<file path="config.mk">
export PLATFORM = sky130hd
export DESIGN_NAME = motoro3_step_split_sequencer
export DESIGN_NICKNAME = d
export VERILOG_FILES = /design/src/rtl/motoro3_step_split_sequencer.sv
export SDC_FILE = /design/constraint.sdc
export NUM_CORES = 1
export LEC_CHECK = 0
export CAP_MARGIN = 20
export CORE_MARGIN = 4
export CORE_UTILIZATION = 40
export CTS_BUF_LIST = sky130_fd_sc_hd__clkbuf_16
export CTS_CLUSTER_SIZE = 28
export DETAILED_ROUTE_END_ITERATION = 10
export MAX_ROUTING_LAYER = met4
export SYNTH_ARGS = -nofsm -noshare
export SYNTH_HDL_FRONTEND = slang
export SYNTH_SLANG_ARGS = --single-unit
</file>
<file path="constraint.sdc">
create_clock -name clk -period 5.3 [get_ports clk]
set_clock_uncertainty 0.05 [all_clocks]
set_input_delay 1.325 -clock clk [delete_from_list [all_inputs] [get_ports clk]]
set_output_delay 1.325 -clock clk [all_outputs]
set_load 0.005 [all_outputs]
</file>
<file path="src/rtl/motoro3_step_split_sequencer.sv">
// Split-step commutation sequencer: registered outputs one cycle after pwmEnd, no backpressure (pwmEnd is a free-running pulse).
// Optional reverse stepping is compiled in with macro M3_STEP_REVERSE_EN.
module motoro3_step_split_sequencer (
   input  logic        clk,
   input  logic        nRst,
   input  logic        m3r_runEn,
   input  logic        m3r_seqClr,
   input  logic        m3r_dirRev,
   input  logic [1:0]  m3r_stepSplitMax,
   input  logic [15:0] m3r_splitLen,
   input  logic        pwmEnd,
   output logic [3:0]  lcStep,
   output logic [1:0]  m3LpwmSplitStep,
   output logic        m3SplitTick,
   output logic        m3StepTick,
   output logic        m3CycleTick,
   output logic        m3SeqBusy
);

   localparam logic [1:0] ST_IDLE = 2'd0;
   localparam logic [1:0] ST_RUN  = 2'd1;
   localparam logic [1:0] ST_STOP = 2'd2;

   logic [1:0]  r_state;
   logic [15:0] r_cnt;
   logic [15:0] r_len;
   logic [1:0]  r_mode;
   logic [1:0]  r_split;
   logic [3:0]  r_step;
   logic        r_split_tick;
   logic        r_step_tick;
   logic        r_cycle_tick;

   logic        w_rev;
   logic        w_bnd;
   logic [15:0] w_len_in;
   logic [1:0]  w_lo;
   logic [1:0]  w_new_lo;
   logic [1:0]  w_split_nxt;
   logic [3:0]  w_step_nxt;
   logic        w_step_bnd;
   logic        w_cyc;

   // Lowest split index used in a step: 4 - splits/step.
   function automatic logic [1:0] lo_of(input logic [1:0] mode);
      case (mode)
         2'd0:    lo_of = 2'd3;
         2'd1:    lo_of = 2'd2;
         default: lo_of = 2'd0;
      endcase
   endfunction

`ifdef M3_STEP_REVERSE_EN
   logic r_dir;
   assign w_rev = r_dir;
`else
   logic w_unused_dir;
   assign w_unused_dir = m3r_dirRev;
   assign w_rev        = 1'b0;
`endif

   assign w_len_in = (m3r_splitLen == 16'd0) ? 16'd1 : m3r_splitLen;
   assign w_lo     = lo_of(r_mode);
   assign w_new_lo = lo_of(m3r_stepSplitMax);
   assign w_bnd    = (r_state != ST_IDLE) && pwmEnd && (r_cnt == (r_len - 16'd1));

   always_comb begin
      w_split_nxt = r_split;
      w_step_nxt  = r_step;
      w_step_bnd  = 1'b0;
      w_cyc       = 1'b0;
      if (w_rev) begin
         if (r_split < 2'd3) begin
            w_split_nxt = r_split + 2'd1;
         end else begin
            // Reverse reload uses the split mode that takes effect for the new step.
            w_step_bnd  = 1'b1;
            w_split_nxt = w_new_lo;
            w_cyc       = (r_step == 4'd0);
            w_step_nxt  = (r_step == 4'd0) ? 4'd11 : r_step - 4'd1;
         end
      end else begin
         if (r_split > w_lo) begin
            w_split_nxt = r_split - 2'd1;
         end else begin
            w_step_bnd  = 1'b1;
            w_split_nxt = 2'd3;
            w_cyc       = (r_step == 4'd11);
            w_step_nxt  = (r_step == 4'd11) ? 4'd0 : r_step + 4'd1;
         end
      end
   end

   always_ff @(posedge clk or negedge nRst) begin
      if (!nRst) begin
         r_state      <= ST_IDLE;
         r_cnt        <= 16'd0;
         r_len        <= 16'd1;
         r_mode       <= 2'd0;
         r_split      <= 2'd3;
         r_step       <= 4'd0;
         r_split_tick <= 1'b0;
         r_step_tick  <= 1'b0;
         r_cycle_tick <= 1'b0;
`ifdef M3_STEP_REVERSE_EN
         r_dir        <= 1'b0;
`endif
      end else begin
         r_split_tick <= 1'b0;
         r_step_tick  <= 1'b0;
         r_cycle_tick <= 1'b0;
         if (m3r_seqClr) begin
            r_step  <= 4'd0;
            r_split <= 2'd3;
            r_cnt   <= 16'd0;
         end else if (r_state == ST_IDLE) begin
            if (m3r_runEn) begin
               r_state <= ST_RUN;
               r_cnt   <= 16'd0;
               r_mode  <= m3r_stepSplitMax;
               r_len   <= w_len_in;
`ifdef M3_STEP_REVERSE_EN
               r_dir   <= m3r_dirRev;
`endif
            end
         end else begin
            if (w_bnd) begin
               r_cnt        <= 16'd0;
               r_split      <= w_split_nxt;
               r_step       <= w_step_nxt;
               r_len        <= w_len_in;
               r_split_tick <= 1'b1;
               r_step_tick  <= w_step_bnd;
               r_cycle_tick <= w_cyc;
               if (w_step_bnd) begin
                  r_mode <= m3r_stepSplitMax;
`ifdef M3_STEP_REVERSE_EN
                  r_dir  <= m3r_dirRev;
`endif
               end
            end else if (pwmEnd) begin
               r_cnt <= r_cnt + 16'd1;
            end
            // A boundary with run dropped completes the advance and parks immediately.
            if (w_bnd && !m3r_runEn) r_state <= ST_IDLE;
            else if (m3r_runEn)      r_state <= ST_RUN;
            else                     r_state <= ST_STOP;
         end
      end
   end

   assign lcStep          = r_step;
   assign m3LpwmSplitStep = r_split;
   assign m3SplitTick     = r_split_tick;
   assign m3StepTick      = r_step_tick;
   assign m3CycleTick     = r_cycle_tick;
   assign m3SeqBusy       = (r_state != ST_IDLE);

endmodule

</file>
; Word-level counts from Yosys, hierarchy flattened
; Cells that the tools add are included.
[op_classes]
n_addsub = 4
mul = 0
n_div = 0
order_cmp = 1
eq_ne = 8
shift = 0
mux = 38
n_bitwise = 1
reduce_logical = 17
[ops]
columns = cell, n
row1 = $mux 16, 9
row2 = $mux 2, 12
row3 = $mux 4, 5
row4 = $add 16x1->16 const B, 1
row5 = $eq 16x16->1, 1
row6 = $logic_not 16->1, 1
row7 = $sub 16x1->16 const B, 1
row8 = $mux 1, 11
row9 = $ne 2x2->1 const B, 3
row10 = $reduce_and 2->1, 3
row11 = $reduce_and 3->1, 2
row12 = $reduce_bool 2->1, 3
row13 = $add 4x1->4 const B, 1
row14 = $eq 4x4->1 const B, 1
row15 = $logic_not 2->1, 2
row16 = $pmux 2 s2, 1
row17 = $reduce_and 4->1, 1
row18 = $reduce_bool 4->1, 1
row19 = $logic_and 1x1->1, 3
row20 = $ne 3x3->1 const B, 1
row21 = $eq 2x1->1 const B, 1
row22 = $gt 2x2->1, 1
row23 = $ne 2x1->1 const B, 1
row24 = $sub 2x1->2 const B, 1
row25 = 2 further kinds, 2
[totals]
ff_bits = 45
latchBits = 0
ram_bits = 0
mem_bits_ro = 0
out_inout_bits = 10
word_cells = 78
memories = 0

; Logic depth before layout (Yosys ltp)
; Gate-level depths: netlist (run 1).
[logic_depth]
depth_word = 7
ltp_mapped = 12

; Worst setup path before layout (run 1)
; OpenSTA, ideal clock, no wires.
[synth_timing]
kind = input to register
startpoint = input pwmEnd
endpoint = register r_len[12]
arrival_ps = 3324
slack_ps = 1798
path_stages = 9
path_buffers = 1
path_cell_list = o21a_1 nand3_1 nor4b_1 nand4_1 nor4b_4 nand4_1 a21oi_4 buf_6 mux2_1
[synth_between]
elab_chain_len = 4
[synth_lines]
columns = item, line_no
row1 = "start, declared", 11  ; input logic pwmEnd,
row2 = $logic_and 1x1->1 (2 in series), 65  ; assign w_bnd = (r_state != ST_IDLE) && pwmEnd && (r_cnt == (r_len - 16'd1));
row3 = $reduce_bool 2->1 (no line), n/a
row4 = $reduce_and 3->1 (no line), n/a
row5 = "end signal, assigned", 121  ; r_len <= w_len_in;
row6 = "end signal, assigned", 131  ; r_len <= w_len_in;
row7 = "end, declared", 26  ; logic [15:0] r_len;
; No other way between the ends.
; A chain may end at the register's enable or synchronous reset.

; Worst setup path in the final report (run 1)
[layout_timing]
startpoint = input pwmEnd
endpoint = register r_len[10]
; Same word-level chain as after synthesis.

==> impl_metrics.tcl, run 1 <==
set metrics [dict create \
    status "finished clean" \
    grt_pass1_wl_um 10300 \
    clk_root_buffer_cell "clkbuf_16" \
    initial_core_util 0.422 \
    syn-cell-area_mm2 0.00274 \
    die_h_um 90.8 \
    synth.top_cells.by_count "42 x dfrtp_1, 26 x nand2_1, 17 x inv_1" \
    cts_tree "built" \
    syn_to_final_growth_pct 20.6 \
    period_minus_slack_ps 4080 \
    critPathMaxFanout 16 \
    h-tree-depth 2 \
    grt_pass1_vias 2088 \
    yosysTopAreaCellShare 0.384 \
    io_pins 34 \
    synth_warnings 0 \
    clockBufferDepth 2 \
    power.leakage_nw 1.31 \
    ant_nets 0 \
    drc 0 \
    start_kind "input pin" \
    hold_class "reg -> reg" \
    setup_tns_ps 0 \
    worstPathArrival_ps 4200 \
    ys_ff_latch 45 \
    critical_path_required_ps 5420 \
    num-nets-final 344 \
    period_share 0.769 \
    dieWidth_um 90.8 \
    max_freq_mhz 245 \
    grt_max_degree 46 \
    postLayoutCoreUtil 0.509 \
    cap_violations 0 \
    maxSlewHeadroom 0.556 \
    die-area_mm2 0.00824 \
    rsz0062_at_grt "no" \
    clkTransAtPathRegs_ps 60 \
    rows 29 \
    cts_setup_buffers 0 \
    via_count 2196 \
    synthCells 286 \
    synth-async-reset-ratio 1.00 \
    routedWlPerCell_um 15.1 \
    ys_types 52 \
    gp_congestion 0.790 \
    yosysTopAreaCell "dfrtp_1" \
    cts.sinks 45 \
    clock_latency_ps 290 \
    cts_hold_buf 0 \
    synth_edf_count 0 \
    cts_inserted_buffers 5 \
    layout-drive-gt1-share 0.111 \
    vdd_ir_drop_max_mv 0.203 \
    setup_viol 0 \
    io_buffers 32 \
    synth_most_common_cell "dfrtp_1" \
    power_density_mw_per_mm2 337 \
    ys_seq_area_frac 0.412 \
    final_max_slew_viol_count 0 \
    dpl.hpwl_um 4360 \
    drt_iter0_markers 99 \
    coreArea_mm2 0.00649 \
    diodes 0 \
    cts_resized 0 \
    vias_per_cell 5.59 \
    ys_top_cells_by_area "dfrtp_1 38%, mux2_2 4.1%, mux2_1 3.7%" \
    dr.pass1.iters 5 \
    final-hold-violation-count 0 \
    grt_remaining_overflow 0 \
    antenna_found_initial 0 \
    endpoint_kind "register" \
    path_class "in -> reg" \
    wl_um 5950 \
    synthesis.nets 315 \
    synthFlopType "dfrtp_1" \
    tightest_slew_ps 666 \
    synth_area_per_cell_um2 9.58 \
    grt_usage 0.157 \
]
state kept, by name (all words and copies together) (netlist names):
name	cells
r_len	16
m3SplitTick	1
r_state	2
m3CycleTick	1
r_cnt	16
m3StepTick	1
lcStep	4
r_mode	2
m3LpwmSplitStep	2
where the power goes:
group	internal [mW]	switching, mW
Combinational	0.126	0.131
Sequential	0.391	0.0648
Clock	0.269	0.133
critical path, stage by stage:
cell and delay, ps:
clkdlybuf4s50_1 460, o21a_1 180, nand3_1 90, nor4b_1 350, nand4_1 220, nor4b_4 450, nand4_1 210, a21oi_4 510
mux2_2 400
kinds of logic (layout without fill, tap and decap cells):
family | count (synthesis) | in the layout | share of synthesized area
DFF | 45 | 45 | 0.412
adders and majority gates | 5 | 5 | 0.0228
buffers and inverters | 30 | 60 | 0.0498
muxes | 26 | 26 | 0.104
xor gates and xnor gates | 19 | 19 | 0.0607
and+or+nand+nor | 107 | 107 | 0.219
AOI/OAI and AO/OA | 54 | 54 | 0.132
per-stage QoR:
| step | std cells | worst slack [ps] | hold slack (ps) | power (mW) | cell area (µm²) |
|---|---|---|---|---|---|
| global route | 393 | 982 | 469 | 1.18 | 3300 |
| global placement | 384 | 842 | 446 | 0.710 | 3090 |
| CTS | 392 | 1150 | 464 | 1.12 | 3280 |
| finish | 393 | 1220 | 460 | 1.11 | 3300 |
| floorplan | 286 | 1800 | 426 | 0.649 | 2740 |
| detailed placement | 384 | 866 | 449 | 0.716 | 3090 |
metal layers:
metal / part of all wire / up-vias / global-route usage
li1: - / 1111 / -
met1: 0.50 / 1036 / 0.213
met2: 0.44 / 43 / 0.238
met3: 0.037 / 6 / 0.0250
met4: 0.014 / 0 / 0.0574
met5: 0 / - / -
layout by cell type (no fill, tap or decap), types with 10 or more instances in the layout:
cell type | synthesis | routed
nand3_1 | 13 | 13
inv_1 | 17 | 17
xor2_1 | 10 | 10
clkdlybuf4s50_1 | 0 | 31
o21ai_0 | 10 | 10
nor2_1 | 16 | 16
nand2_1 | 26 | 26
a21oi_1 | 12 | 12
mux2_2 | 10 | 10
dfrtp_1 | 42 | 42
final cells by class:
cell class                 instances  area [µm²]
timing repair buffer              35         350
clock inverter                     3        65.1
clock buffer                       5         125
multi-input combinational        211        1470
tap                               77        96.3
fill                             608        3190
inverter                          17        63.8
sequential                        45        1130
worst paths after layout:
path                       startpoint        end  slack (ps)  cells past startpoint
setup / recovery               pwmEnd  r_len[10]        1220                      9
hold / removal              r_mode[0]  r_mode[0]         460                      1
setup reg to reg             r_len[4]  r_cnt[14]        1550                      8
hold reg to reg             r_mode[0]  r_mode[0]         460                      1
max in group asynchronous        nRst   r_cnt[8]        3760                      2
min in group asynchronous        nRst   r_len[3]         940                      1
Note: power is estimated with default switching activity, not from simulation.
==> inputs of run 2 (changes only) <==
Clock period 5.3 ns to 3.4 ns, I/O delays scaled along.
==> impl_metrics.tcl, run 2 (synthesis results as in run 1) <==
set metrics [dict create \
    io_buffers 32 \
    die-area_mm2 0.00824 \
    fin_ws_ps 182 \
    io_pins 34 \
    critPathMaxFanout 6 \
    dp_slack_ps -305 \
    routedWlPerCell_um 14.9 \
    regToRegStartpoint "r_len[0]" \
    reg2reg_setup_slack_ps 200 \
    coreArea_mm2 0.00649 \
    ff2ff_path_depth 12 \
    gp_congestion 0.795 \
    fillers 580 \
    start_kind "input pin" \
    drt_iter0_markers 102 \
    power_density_mw_per_mm2 512 \
    tightest_slew_ps 512 \
    clk_root_buffer_cell "clkbuf_16" \
    grt_remaining_overflow 0 \
    h-tree-depth 2 \
    total_power_mw 1.80 \
    path_class "in -> reg" \
    critPathMaxStageDelay_ps 510 \
    layout-drive-gt1-share 0.180 \
    maxSlewHeadroom 0.658 \
    dpl.hpwl_um 4620 \
    dieWidth_um 90.8 \
    status "finished clean" \
    final_max_slew_viol_count 0 \
    grt_pass1_wl_um 10600 \
    num-nets-final 366 \
    startpoint "pwmEnd" \
    final_common_cell "dfrtp_1" \
    clkPwrFrac 0.341 \
    clock_latency_ps 280 \
    cts_hold_buf 0 \
    vias_per_cell 5.55 \
    power.leakage_nw 1.43 \
    clkTransAtPathRegs_ps 60 \
    whs_ps 449 \
    period_share 0.946 \
    max_freq_mhz 311 \
    grt_pass1_vias 2171 \
    setup_viol 0 \
    p_seq_frac 0.378 \
    wl_um 6180 \
    period_minus_slack_ps 3220 \
    r2r-end "r_len[7]" \
    drc 0 \
    dr.pass1.iters 4 \
    antenna_found_initial 0 \
    grt_usage 0.163 \
    diodes 0 \
    via_count 2304 \
    postLayoutCoreUtil 0.542 \
    critical_path_required_ps 3560 \
    syn_to_final_growth_pct 28.6 \
    power_frac_comb 0.281 \
    initial_core_util 0.422 \
    hold_class "in -> async" \
    switching_share 0.291 \
    rsz0062_at_grt "no" \
    clockBufferDepth 2 \
    critical_path.cell_chain "clkdlybuf4s50_1 -> o21a_1 -> nand3_1 -> nor4b_2 -> nand4_1 -> nor4b_4 -> buf_4 -> nand4_2 -> or4_1 -> a31oi_1" \
    switchingPower_uw 526 \
    cts.sinks 45 \
    rows 29 \
    cts_inserted_buffers 5 \
    cts_tree "built" \
    worstPathArrival_ps 3380 \
    grt_max_degree 46 \
    p_int_mw 1.28 \
    final-hold-violation-count 0 \
    cp_slowest_cell "or4_1" \
    mostFrequentLayoutCells "42 x dfrtp_1, 31 x clkdlybuf4s50_1, 26 x nand2_1, 22 x buf_4, 17 x inv_1" \
    die_h_um 90.8 \
    endpoint_kind "register" \
    vdd_ir_drop_max_mv 0.321 \
    cts_setup_buffers 0 \
    cap_violations 0 \
    ant_nets 0 \
]
==> run 2: area by class of cell <==
| type | count | area (µm²) | share of cell area |
|---|---|---|---|
| clock buffers | 5 | 125 | 0.0355 |
| clock inverters | 3 | 65.1 | 0.0185 |
| inverters | 17 | 63.8 | 0.0181 |
| multi-input cells | 211 | 1500 | 0.426 |
| flip-flops and latches | 45 | 1130 | 0.321 |
| well taps | 77 | 96.3 | 0.0273 |
| repair buffers | 57 | 541 | 0.153 |
==> run 2: worst max-delay path, delay by kind of cell <==
family | cells | cell delay [ps]
compound gates | 2 | 340
buf+inv | 2 | 640
simple gates | 6 | 1550
==> run 2: what timing repair did <==
item	in CTS	in global routing
resized for setup	2	4
pin swaps	1	3
gates cloned	0	0
endpoints found under the setup margin	4	34
hold endpoints to repair	0	0
==> run 2: worst max-delay path by stage <==
stage	endpoint	slack (ps)	cells past startpoint
floorplan	r_len[12]	100	12
global placement	r_mode[1]	-310	10
detailed placement	r_mode[1]	-310	10
CTS	lcStep[3]	8	10
global route	r_len[3]	8	12
finish	lcStep[3]	180	10
==> run 2: metal layers <==
layer | wire (µm) | track usage | vias to the layer above
li1 | - | - | 1153
met1 | 3000 | 0.215 | 1111
met2 | 2940 | 0.258 | 36
met3 | 199 | 0.0325 | 4
met4 | 38 | 0.0421 | 0
met5 | 0 | - | -
==> run 2: stage by stage <==
stage	cell area [µm²]	instances	setup TNS (ps)
after floorplan	2740	286	0
after global placement	3280	406	-6120
after detailed placement	3280	406	-5970
after CTS	3480	414	0
after global routing	3520	415	0
final	3520	415	0
==> run 2: power by group through the flow <==
stage               Sequential, mW  Combinational [mW]  Clock [mW]
floorplan                    0.680               0.332           0
global placement             0.687               0.476           0
detailed placement           0.690               0.488           0
CTS                          0.680               0.493       0.634
global route                 0.694               0.564       0.662
finish                       0.682               0.506       0.616
==> inputs of run 3 (changes only) <==
Settings changed: CAP_MARGIN 20 to default.
==> impl_metrics.tcl, run 3 (synthesis results as in run 1) <==
set metrics [dict create \
    coreArea_mm2 0.00649 \
    drt_iter0_markers 114 \
    grt_pass1_wl_um 10600 \
    p_seq_frac 0.378 \
    start_kind "register" \
    die-area_mm2 0.00824 \
    regToRegStartpoint "r_len[0]" \
    power_density_mw_per_mm2 515 \
    die_h_um 90.8 \
    reg2reg_setup_slack_ps 180 \
    switchingPower_uw 526 \
    vdd_ir_drop_max_mv 0.322 \
    period_minus_slack_ps 3220 \
    rsz0062_at_grt "no" \
    clkTransAtPathRegs_ps 60 \
    wl_um 6180 \
    grt_usage 0.163 \
    via_count 2290 \
    power_frac_comb 0.279 \
    p_int_mw 1.28 \
    clockBufferDepth 2 \
    final_max_slew_viol_count 0 \
    routedWlPerCell_um 14.9 \
    max_freq_mhz 311 \
    hold_start "r_mode[0]" \
    grt_max_degree 46 \
    setup_viol 0 \
    dr.pass1.iters 4 \
    grt_pass1_vias 2171 \
    h-tree-depth 2 \
    period_share 0.946 \
    endpoint_kind "register" \
    postLayoutCoreUtil 0.539 \
    clkPwrFrac 0.342 \
    io_pins 34 \
    critical_path_required_ps 3520 \
    antenna_found_initial 0 \
    cts.sinks 45 \
    cap_violations 0 \
    tightest_slew_ps 997 \
    dieWidth_um 90.8 \
    fillers 582 \
    clock_latency_ps 280 \
    ant_nets 0 \
    final_common_cell "dfrtp_1" \
    startpoint "r_len[0]" \
    layout-drive-gt1-share 0.178 \
    setup_tns_ps 0 \
    rows 29 \
    grt_remaining_overflow 0 \
    status "finished clean" \
    hold_class "reg -> reg" \
    final-hold-violation-count 0 \
    cts_hold_buf 0 \
    mostFrequentLayoutCells "42 x dfrtp_1, 31 x clkdlybuf4s50_1, 26 x nand2_1, 22 x buf_4, 17 x inv_1" \
    cts_inserted_buffers 5 \
    syn_to_final_growth_pct 27.9 \
    vias_per_cell 5.53 \
    critPathMaxFanout 16 \
    drc 0 \
    maxSlewHeadroom 0.335 \
    gp_congestion 0.795 \
    power.leakage_nw 1.42 \
    dpl.hpwl_um 4620 \
    cts_tree "built" \
    worstPathArrival_ps 3330 \
    io_buffers 32 \
    clk_root_buffer_cell "clkbuf_16" \
    diodes 0 \
    switching_share 0.292 \
    num-nets-final 365 \
    path_class "reg -> reg" \
    whs_ps 463 \
    initial_core_util 0.422 \
]
==> run 3: cell types whose count changed in the layout (fill, tap and decap cells not counted), sizes merged <==
cell,delta
buf,-1
==> run 3: area by class of cell <==
cell class / count / area [µm²] / area share
clock buffers: 5 / 125 / 0.0357
clock inverters: 3 / 65.1 / 0.0186
inverters: 17 / 63.8 / 0.0182
multi-input cells: 211 / 1500 / 0.429
flip-flops and latches: 45 / 1130 / 0.322
well taps: 77 / 96.3 / 0.0275
repair buffers: 56 / 520 / 0.149
==> run 3: per-stage QoR <==
step	instance area, µm²	power (mW)	setup WS [ps]	std cells
global route	3500	1.92	8.56	414
global placement	3280	1.16	-313	406
CTS	3480	1.81	8.50	414
floorplan	2740	1.01	98.1	286
detailed placement	3280	1.18	-305	406
finish	3500	1.80	185	414
==> run 3: final timing paths <==
kind / endpoint / cells past startpoint
worst max register to register: r_len[8] / 12
max in group asynchronous: r_cnt[9] / 1
min in group asynchronous: r_len[3] / 1
worst max-delay path: r_len[8] / 12
worst min-delay path: r_mode[0] / 1
worst min register to register: r_mode[0] / 1
==> run 3: what timing repair did <==
item / CTS / global route
pin swaps: 1 / 3
resized for setup: 2 / 4
buffers inserted: 0 / 0
endpoints found under the hold margin: 0 / 0
setup endpoints to repair: 4 / 34
==> run 3: power by group through the flow <==
stage | clock network (mW) | logic (mW) | registers, mW
final | 0.617 | 0.504 | 0.682
after global placement | 0 | 0.476 | 0.687
after detailed placement | 0 | 0.488 | 0.690
after floorplan | 0 | 0.332 | 0.680
after global routing | 0.660 | 0.561 | 0.694
after CTS | 0.634 | 0.493 | 0.680
==> run 3: worst max-delay path, cell delays in order (launching register included) <==
cell and delay [ps]:
dfstp_2 560, inv_1 70, ha_1 210, buf_4 140
nor3b_1 180, nor4_1 290, a31oi_1 60, or4_1 420
nand2_1 210, nand4_1 190, a21oi_4 210, buf_12 170
mux2_2 340
==> run 3: per-layer routing <==
layer | global-route usage | part of all wire | up-vias
met3 | 0.0325 | 0.039 | 2
met1 | 0.215 | 0.48 | 1103
met5 | - | 0 | -
li1 | - | - | 1146
met4 | 0.0421 | 0.0050 | 0
met2 | 0.258 | 0.48 | 39
